[config.mk]
export PLATFORM = sky130hd
export DESIGN_NAME = uart_tx_serializer
export DESIGN_NICKNAME = d
export VERILOG_FILES = /design/src/rtl/uart_tx_serializer.sv
export SDC_FILE = /design/constraint.sdc
export NUM_CORES = 1
export LEC_CHECK = 0
export CAP_MARGIN = 20
export CORE_MARGIN = 2
export CORE_UTILIZATION = 59
export CTS_BUF_LIST = sky130_fd_sc_hd__clkbuf_4
export CTS_CLUSTER_SIZE = 30
export DETAILED_ROUTE_END_ITERATION = 6
export GPL_TIMING_DRIVEN = 0
export PLACE_DENSITY_LB_ADDON = 0.08
export SYNTH_ARGS = -nofsm -noshare
export SYNTH_HDL_FRONTEND = slang
export SYNTH_SLANG_ARGS = --single-unit
[constraint.sdc]
create_clock -name Clock -period 2.5 [get_ports Clock]
set_input_delay 0.625 -clock Clock [delete_from_list [all_inputs] [get_ports Clock]]
set_output_delay 0.625 -clock Clock [all_outputs]
set_load 0.01 [all_outputs]
[src/rtl/uart_tx_serializer.sv]
// UART 8N1/8N2 transmit serializer: accepts one byte per XMitGo while idle and shifts it out LSB first on TxD.
// Optional even parity bit between data and stop bits when UART_TX_PARITY_EN is defined.
module uart_tx_serializer #(
    parameter int unsigned CLKS_PER_BIT = 5208,
    parameter int unsigned STOP_BITS    = 1
) (
    input  logic       Clock,
    input  logic       Reset,
    input  logic       XMitGo,
    input  logic [7:0] TxData,
    output logic       TxEmpty,
    output logic       TxD,
    output logic       TxDone
);

    localparam int unsigned CNT_W = (CLKS_PER_BIT > 1) ? $clog2(CLKS_PER_BIT) : 1;
    localparam logic [CNT_W-1:0] CNT_LAST  = CNT_W'(CLKS_PER_BIT - 1);
    localparam logic [2:0]       STOP_LAST = 3'(STOP_BITS - 1);

`ifdef UART_TX_PARITY_EN
    typedef enum logic [2:0] {IDLE, START, DATA, PARITY, STOP} state_t;
`else
    typedef enum logic [2:0] {IDLE, START, DATA, STOP} state_t;
`endif

    state_t           state_q, state_d;
    logic [CNT_W-1:0] cnt_q, cnt_d;
    logic [2:0]       idx_q, idx_d;
    logic [7:0]       shift_q, shift_d;
    logic             txd_d, empty_d, done_d;
    logic             bit_end;
`ifdef UART_TX_PARITY_EN
    logic             par_q, par_d;
`endif

    // State and registered outputs
    always_ff @(posedge Clock) begin
        if (Reset) begin
            state_q <= IDLE;
            cnt_q   <= '0;
            idx_q   <= '0;
            shift_q <= '0;
            TxD     <= 1'b1;
            TxEmpty <= 1'b1;
            TxDone  <= 1'b0;
`ifdef UART_TX_PARITY_EN
            par_q   <= 1'b0;
`endif
        end else begin
            state_q <= state_d;
            cnt_q   <= cnt_d;
            idx_q   <= idx_d;
            shift_q <= shift_d;
            TxD     <= txd_d;
            TxEmpty <= empty_d;
            TxDone  <= done_d;
`ifdef UART_TX_PARITY_EN
            par_q   <= par_d;
`endif
        end
    end

    // Next-state logic; outputs are derived from the next state so they line up with it
    always_comb begin
        state_d = state_q;
        idx_d   = idx_q;
        shift_d = shift_q;
        txd_d   = 1'b1;
        empty_d = 1'b0;
        done_d  = 1'b0;
        bit_end = (cnt_q == CNT_LAST);
        cnt_d   = bit_end ? '0 : cnt_q + CNT_W'(1);
`ifdef UART_TX_PARITY_EN
        par_d   = par_q;
`endif

        case (state_q)
            IDLE: begin
                cnt_d = '0;
                if (XMitGo) begin
                    shift_d = TxData;
                    idx_d   = '0;
                    state_d = START;
`ifdef UART_TX_PARITY_EN
                    par_d   = ^TxData;
`endif
                end
            end
            START: begin
                if (bit_end) begin
                    idx_d   = '0;
                    state_d = DATA;
                end
            end
            DATA: begin
                if (bit_end) begin
                    shift_d = {1'b0, shift_q[7:1]};
                    idx_d   = idx_q + 3'd1;
                    if (idx_q == 3'd7) begin
                        idx_d   = '0;
`ifdef UART_TX_PARITY_EN
                        state_d = PARITY;
`else
                        state_d = STOP;
`endif
                    end
                end
            end
`ifdef UART_TX_PARITY_EN
            PARITY: begin
                if (bit_end) begin
                    idx_d   = '0;
                    state_d = STOP;
                end
            end
`endif
            STOP: begin
                // idx_q counts stop bits here
                if (bit_end) begin
                    if (idx_q == STOP_LAST) begin
                        idx_d   = '0;
                        state_d = IDLE;
                    end else begin
                        idx_d = idx_q + 3'd1;
                    end
                end
            end
            default: begin
                cnt_d   = '0;
                idx_d   = '0;
                state_d = IDLE;
            end
        endcase

        case (state_d)
            IDLE:    empty_d = 1'b1;
            START:   txd_d   = 1'b0;
            DATA:    txd_d   = shift_d[0];
`ifdef UART_TX_PARITY_EN
            PARITY:  txd_d   = par_d;
`endif
            STOP:    done_d  = (cnt_d == CNT_LAST) && (idx_d == STOP_LAST);
            default: txd_d   = 1'b1;
        endcase
    end

endmodule
==> metrics.md, run 1 <==
| Metric | Value |
|---|---|
| Outcome | `finished, final reports clean` |
| Fin crit share | `93.29%` |
| VDD IR max | `0.5743 mV` |
| Mapped Nets | `204` |
| CTS Buffer Depth | `2` |
| DRC violations left | `0` |
| Chip height | `57.55 µm` |
| Core area | `2734 µm²` |
| Maximum clock frequency | `428.8 MHz` |
| ANT nets after route | `0` |
| Register area share after synthesis | `35.50%` |
| Area Growth Syn to Fin | `14.42%` |
| Fin. Hold Viols | `0` |
| GP Congestion | `0.8971` |
| Tot GR Track Use | `22.99%` |
| ANT cells | `0` |
| Yosys reg bits | `30` |
| Synth async-reset ratio | `0%` |
| RR Startpoint | `cnt_q[0]` |
| Nets | `223` |
| Synth unique cells | `53` |
| Vias per cell | `5.933` |
| Multiplexer share of the synthesized area | `1.183%` |
| Hold Slack | `0.4608 ns` |
| WL met1 | `1641 µm` |
| DP HPWL | `2497 µm` |
| Relative slew slack | `65.27%` |
| Worst R2R Path Depth | `6` |
| Synth warn | `0` |
| Congestion Overflow GR | `0` |
| Clock-pin slew on the worst setup and hold paths | `0.10 ns` |
| Critical Path Start Type | `register` |
| Iteration-0 DRC Markers | `55` |
| Die outline width | `57.55 µm` |
| Share of power burned in registers | `57.9%` |
| Clock Power Share | `35.1%` |
| Compound-Gate Fraction of Synth Area | `14.28%` |
| First drt pass iteration count | `6` |
| Worst Path Required | `2.76 ns` |
| # Max-Cap Violations | `0` |
| Vias | `1424` |
| Pins over their slew limit | `0` |
| Comb pwr share | `7.0%` |
| Hold Path Class | `register to register` |
| DR WL/cell | `14.40 µm` |
| # clock sinks | `30` |
| Synth Instances | `189` |
| Clock Latency Late Sink | `0.34 ns` |
| Syn_area_per_cell | `8.950 µm²` |
| Int Pwr | `0.0006276 W` |
| CTS root buf | `clkbuf_4` |
| Worst R2R End | `TxDone` |
| Worst-Margin Slew | `0.5170 ns` |
| Htree depth | `2` |
| Net switching power | `0.0002203 W` |
| Die area | `3311 µm²` |
| Final setup viols | `0` |
| EDFF count, synth | `0` |
| Crit path kind | `register to register` |
| Met2 wire length | `1611 µm` |
| IO Count | `14` |
| Leakage dissipation | `0.6490 nW` |
| Hold-fix buffers, CTS | `0` |
| Initial antenna violation count | `0` |
| Setup TNS | `0 ns` |
| Initial Util | `61.88%` |
| Std cell rows | `19` |
| PortBufs | `13` |
| CP Capture Point | `TxDone` |
| Vias in the first global route | `1317` |
| First-pass GRT wire length | `5775 µm` |
| Largest family of logic cells by synthesized area | `simple AND/OR/NAND/NOR gates` |
| Setup slack, reg-to-reg | `0.17 ns` |
| Layout filler cell count | `225` |
| Pwr Density | `438.0 nW/µm²` |
| CTS tree | `yes` |
| Post-Synth XOR/XNOR Area | `6.731%` |
| Synth Area in Simple Gates | `32.32%` |
| Crit end category | `register` |
| Top_reg_cell synth | `dfxtp_1` |
| Share of layout cells above drive strength 1 | `15.31%` |
| Min cycle time layout | `2.332 ns` |
| Top Layer Used | `met4` |
| Num CTS Buffers | `5` |
| Post-synthesis adder-cell area fraction | `2.959%` |
| Met3 WL post-DR | `144 µm` |
| Worst Setup SP | `cnt_q[0]` |
| Mapped cell area | `1692 µm²` |
| Largest net degree at the start of global routing | `12` |
| Fin util | `70.80%` |
| Worst-path fanout max | `7` |
| Drt total wl | `3455 µm` |
| Final Skew | `0.004164 ns` |
| Sw frac | `25.98%` |
| RSZ-0062 raised after global routing | `false` |
| Critical Path AT | `2.59 ns` |
[state kept, by name, indices dropped and copies added (netlist names)]
signal and flops:
TxD 1, TxDone 1, TxEmpty 1, cnt_q 13
idx_q 3, shift_q 8, state_q 3
[layout by cell type (no fill, tap or decap), types with 2 or more instances in the layout]
cell type,Yosys,final
dfxtp_1,30,30
clkbuf_4,0,5
and3_1,2,2
mux2i_1,2,2
o21ai_0,4,4
and3_2,2,2
ha_1,4,4
nand4bb_1,2,2
nor2_1,26,26
nand2_1,15,15
nor3_1,4,4
nand2b_1,3,3
nor4_4,2,3
a21oi_1,11,11
xnor2_1,6,6
clkbuf_1,3,2
inv_1,5,5
clkdlybuf4s50_1,0,13
nor2b_1,4,4
nand4_1,6,6
xor2_1,7,7
a22oi_1,8,8
nand3_1,6,6
clkbuf_8,5,5
[Yosys cell counts, drive strengths merged (2+ instances only)]
library cell,number,area (µm²)
a21oi,11,55.05
a22oi,9,72.57
and3,4,27.52
clkbuf,9,85.08
dfxtp,30,600.6
ha,4,50.05
inv,5,18.77
mux2i,2,20.02
nand2,15,56.30
nand2b,3,18.77
nand3,6,30.03
nand3b,2,18.77
nand4,6,37.54
nand4bb,3,50.05
nor2,27,103.9
nor2b,4,25.02
nor3,4,20.02
nor3b,2,15.01
nor4,4,61.31
o21ai,4,20.02
or2,2,12.52
xnor2,6,52.55
xor2,7,61.31
[layout make-up]
type	instances	area [µm²]	share of cell area (%)
clock inverter	3	21.27	1.099
buffer	9	92.59	4.783
inverter	5	18.77	0.9696
timing repair buffer	13	130.1	6.723
clock buffer	5	37.54	1.939
multi-input combinational	144	996.0	51.45
sequential	30	600.6	31.03
tap	31	38.79	2.004
[per-stage QoR]
stage | cell area [µm²] | setup slack [ns] | instances | power (W)
2_1_floorplan | 1692 | 0.4422 | 189 | 0.0005334
3_3_place_gp | 1861 | -0.1865 | 233 | 0.0005577
5_1_grt | 1936 | 0.05129 | 240 | 0.0008857
6_report | 1936 | 0.1677 | 240 | 0.0008478
4_1_cts | 1926 | 0.1341 | 241 | 0.0008561
3_5_place_dp | 1861 | -0.1688 | 233 | 0.0005596
[power groups by stage]
stage / Clock (W) / Sequential (W) / Combinational (W)
6_report: 0.000298 / 0.000491 / 0.0000596
2_1_floorplan: 0 / 0.000501 / 0.0000322
3_3_place_gp: 0 / 0.000501 / 0.0000567
5_1_grt: 0.000328 / 0.000491 / 0.0000660
4_1_cts: 0.000307 / 0.000491 / 0.0000588
3_5_place_dp: 0 / 0.000501 / 0.0000581
[repair_timing]
action | 4_1_cts | 5_1_grt
buffers inserted | 0 | 0
pin swaps | 0 | 0
endpoints found under the setup margin | 1 | 11
gates resized for setup | 1 | 2
[cell families after synthesis]
kind of cell	count (synthesis)
buffers and inverters	15
DFF	30
xor gates and xnor gates	13
and+or+nand+nor	89
AOI/OAI and AO/OA	35
muxes	2
adders and majority gates	4
other	1
[layer usage]
layer | GRT usage, % | vias up
met1 | 29.77 | 671
met4 | 9.635 | 0
met5 | 0 | -
li1 | - | 713
met3 | 7.256 | 8
met2 | 35.39 | 32
[worst min-delay path by stage]
stage          slack (ns)  depth (start not counted)         end  startpoint
6_report             0.46                          2  shift_q[4]  shift_q[4]
5_1_grt              0.49                          2  shift_q[3]  shift_q[3]
4_1_cts              0.46                          2  shift_q[4]  shift_q[4]
3_5_place_dp         0.45                          2  shift_q[4]  shift_q[4]
3_3_place_gp         0.44                          2  shift_q[2]  shift_q[2]
2_1_floorplan        0.44                          2  shift_q[2]  shift_q[2]
[worst max-delay path: stages (launching register included)]
cell	delay, ns
dfxtp_1	0.46
ha_1	0.39
nand4bb_4	0.22
or4_4	0.60
a22oi_1	0.21
nand4_1	0.14
nor4_2	0.23
No activity file was read; power rests on OpenSTA's default activity.
==> run 2, diff against run 1 <==
--- a/config.mk
+++ b/config.mk
@@ -7,12 +7,13 @@
 export LEC_CHECK = 0
 export CAP_MARGIN = 20
 export CORE_MARGIN = 2
-export CORE_UTILIZATION = 59
+export CORE_UTILIZATION = 54
 export CTS_BUF_LIST = sky130_fd_sc_hd__clkbuf_4
 export CTS_CLUSTER_SIZE = 30
 export DETAILED_ROUTE_END_ITERATION = 6
 export GPL_TIMING_DRIVEN = 0
 export PLACE_DENSITY_LB_ADDON = 0.08
+export REMOVE_ABC_BUFFERS = 1
 export SYNTH_ARGS = -nofsm -noshare
 export SYNTH_HDL_FRONTEND = slang
 export SYNTH_SLANG_ARGS = --single-unit
==> constraint.sdc (replaced) <==
create_clock -name Clock -period 1.9 [get_ports Clock]
set_input_delay 0.475 -clock Clock [delete_from_list [all_inputs] [get_ports Clock]]
set_output_delay 0.475 -clock Clock [all_outputs]
set_load 0.01 [all_outputs]
==> run 2 against run 1 <==
  * Final cell count rose by 9.2%
  * Clock power rose by 19%
  * Sequential share of layout area fell by 0.96 points
  * Sequential power rose by 31%
  * Critical endpoint unchanged
  * Largest power group unchanged
==> metrics.md, run 2 (synthesis results as in run 1) <==
| Metric | Value |
|---|---|
| Outcome | `finished, final reports clean` |
| Share of layout cells above drive strength 1 | `28.44%` |
| Largest net degree at the start of global routing | `13` |
| Sw frac | `24.86%` |
| Int Pwr | `0.0008036 W` |
| RSZ-0062 raised after global routing | `true` |
| Pins over their slew limit | `0` |
| Comb pwr share | `6.8%` |
| Hold-fix buffers, CTS | `0` |
| Nets | `232` |
| Tot GR Track Use | `22.56%` |
| Pre-CTS setup slack | `-0.7569 ns` |
| RR Startpoint | `cnt_q[1]` |
| Die area | `3596 µm²` |
| Drt total wl | `3768 µm` |
| Std cell rows | `20` |
| Setup slack, reg-to-reg | `0.02 ns` |
| Hold Slack | `0.4560 ns` |
| Critical Path Start Type | `register` |
| DP HPWL | `2419 µm` |
| Worst-path fanout max | `5` |
| Core area | `3028 µm²` |
| Area Growth Syn to Fin | `23.96%` |
| Largest Register | `cnt_q` |
| Hold path startpoint | `shift_q[3]` |
| Clock Latency Late Sink | `0.34 ns` |
| Congestion Overflow GR | `0` |
| # clock sinks | `30` |
| Maximum clock frequency | `531.1 MHz` |
| Dpl cells | `236` |
| CTS root buf | `clkbuf_4` |
| Worst R2R Path Depth | `6` |
| Crit path kind | `register to register` |
| First-pass GRT wire length | `6051 µm` |
| Initial Util | `55.87%` |
| Share of power burned in registers | `60.1%` |
| ANT nets after route | `0` |
| Regs by FF count | `cnt_q: 13 flops, shift_q: 8 flops` |
| Initial antenna violation count | `0` |
| WHS Endpoint | `shift_q[3]` |
| GP Congestion | `0.8918` |
| Clock-pin slew on the worst setup and hold paths | `0.10 ns` |
| Num CTS Buffers | `5` |
| Min cycle time layout | `1.883 ns` |
| Hold Path Class | `register to register` |
| IO Count | `14` |
| Final Skew | `0.01188 ns` |
| Clock Power Share | `33.2%` |
| Iteration-0 DRC Markers | `68` |
| Vias in the first global route | `1305` |
| Vias | `1489` |
| DR WL/cell | `14.38 µm` |
| Vias per cell | `5.683` |
| # Max-Cap Violations | `0` |
| Net switching power | `0.0002658 W` |
| Chip height | `59.97 µm` |
| ANT cells | `0` |
| Max reg flops | `13` |
| Crit end category | `register` |
| Most frequent cells in the layout | `26 x nor2_1, 18 x dfxtp_1, 17 x buf_4` |
| Setup TNS | `0 ns` |
| VDD IR max | `0.3332 mV` |
| Fin crit share | `99.11%` |
| CTS Buffer Depth | `2` |
| PortBufs | `13` |
| Leakage dissipation | `0.7443 nW` |
| Worst R2R End | `TxDone` |
| Post-Layout Cell Count | `262` |
| First drt pass iteration count | `7` |
| Htree depth | `2` |
| Critical Path AT | `2.15 ns` |
| Hold depth | `2` |
| Worst Path Required | `2.16 ns` |
| Setup WS post-layout | `0.01695 ns` |
| Pwr Density | `510.0 nW/µm²` |
| CTS tree | `yes` |
| DRC violations left | `0` |
| Final setup viols | `0` |
| Die outline width | `59.97 µm` |
| Fin. Hold Viols | `0` |
| Leading cell type in the layout, fill and taps excluded | `nor2_1` |
-- run 2: worst max path at each step --
stage	cells past startpoint	start	to	slack, ns
floorplan	6	cnt_q[0]	TxDone	-0.16
global placement	6	XMitGo	TxD	-0.77
detailed placement	6	XMitGo	TxD	-0.76
CTS	6	cnt_q[8]	TxD	0.009
global route	6	cnt_q[0]	TxDone	-0.06
finish	6	cnt_q[1]	TxDone	0.02
-- run 2: layer usage --
metal  vias to the layer above  part of all wire (%)  track usage (%)
met3                         8                   6.6            7.792
met5                         -                     0                0
li1                        729                     -                -
met1                       699                    42            29.20
met2                        53                    49            34.63
met4                         0                   1.8            8.254
-- run 2: per-stage QoR --
stage,cell area (µm²),power [W],util (%)
floorplan,1595,0.0006944,-
global placement,1780,0.0007286,58.80
detailed placement,1780,0.0007305,58.80
CTS,1944,0.001078,64.21
global route,2097,0.001116,69.26
finish,2097,0.001069,69.26
-- run 2: critical path, cell delays in order (launching register included) --
cell	delay (ns)
dfxtp_4	0.39
ha_4	0.15
nand4bb_4	0.15
nor4_4	0.42
and4b_1	0.31
o2111ai_2	0.15
nor4_2	0.23
-- run 2: repair_timing --
action | 4_1_cts | 5_1_grt
setup buffers | 6 | 12
endpoints found under the setup margin | 28 | 19
resized for setup | 20 | 16
pin swaps | 4 | 10
-- run 2: power groups by stage --
stage	Sequential [W]	Clock (W)	Combinational [W]
after floorplan	0.000662	0	0.0000325
after global routing	0.000644	0.000393	0.0000786
after CTS	0.000647	0.000361	0.0000692
final	0.000643	0.000355	0.0000723
after detailed placement	0.000664	0	0.0000666
after global placement	0.000663	0	0.0000654
-- run 2: cell type report --
class / count / area (µm²)
multi-input combinational: 144 / 1076
fill: 240 / 930.9
sequential: 30 / 630.6
timing repair buffer: 31 / 267.8
tap: 44 / 55.05
clock buffer: 5 / 37.54
inverter: 5 / 18.77
clock inverter: 3 / 11.26
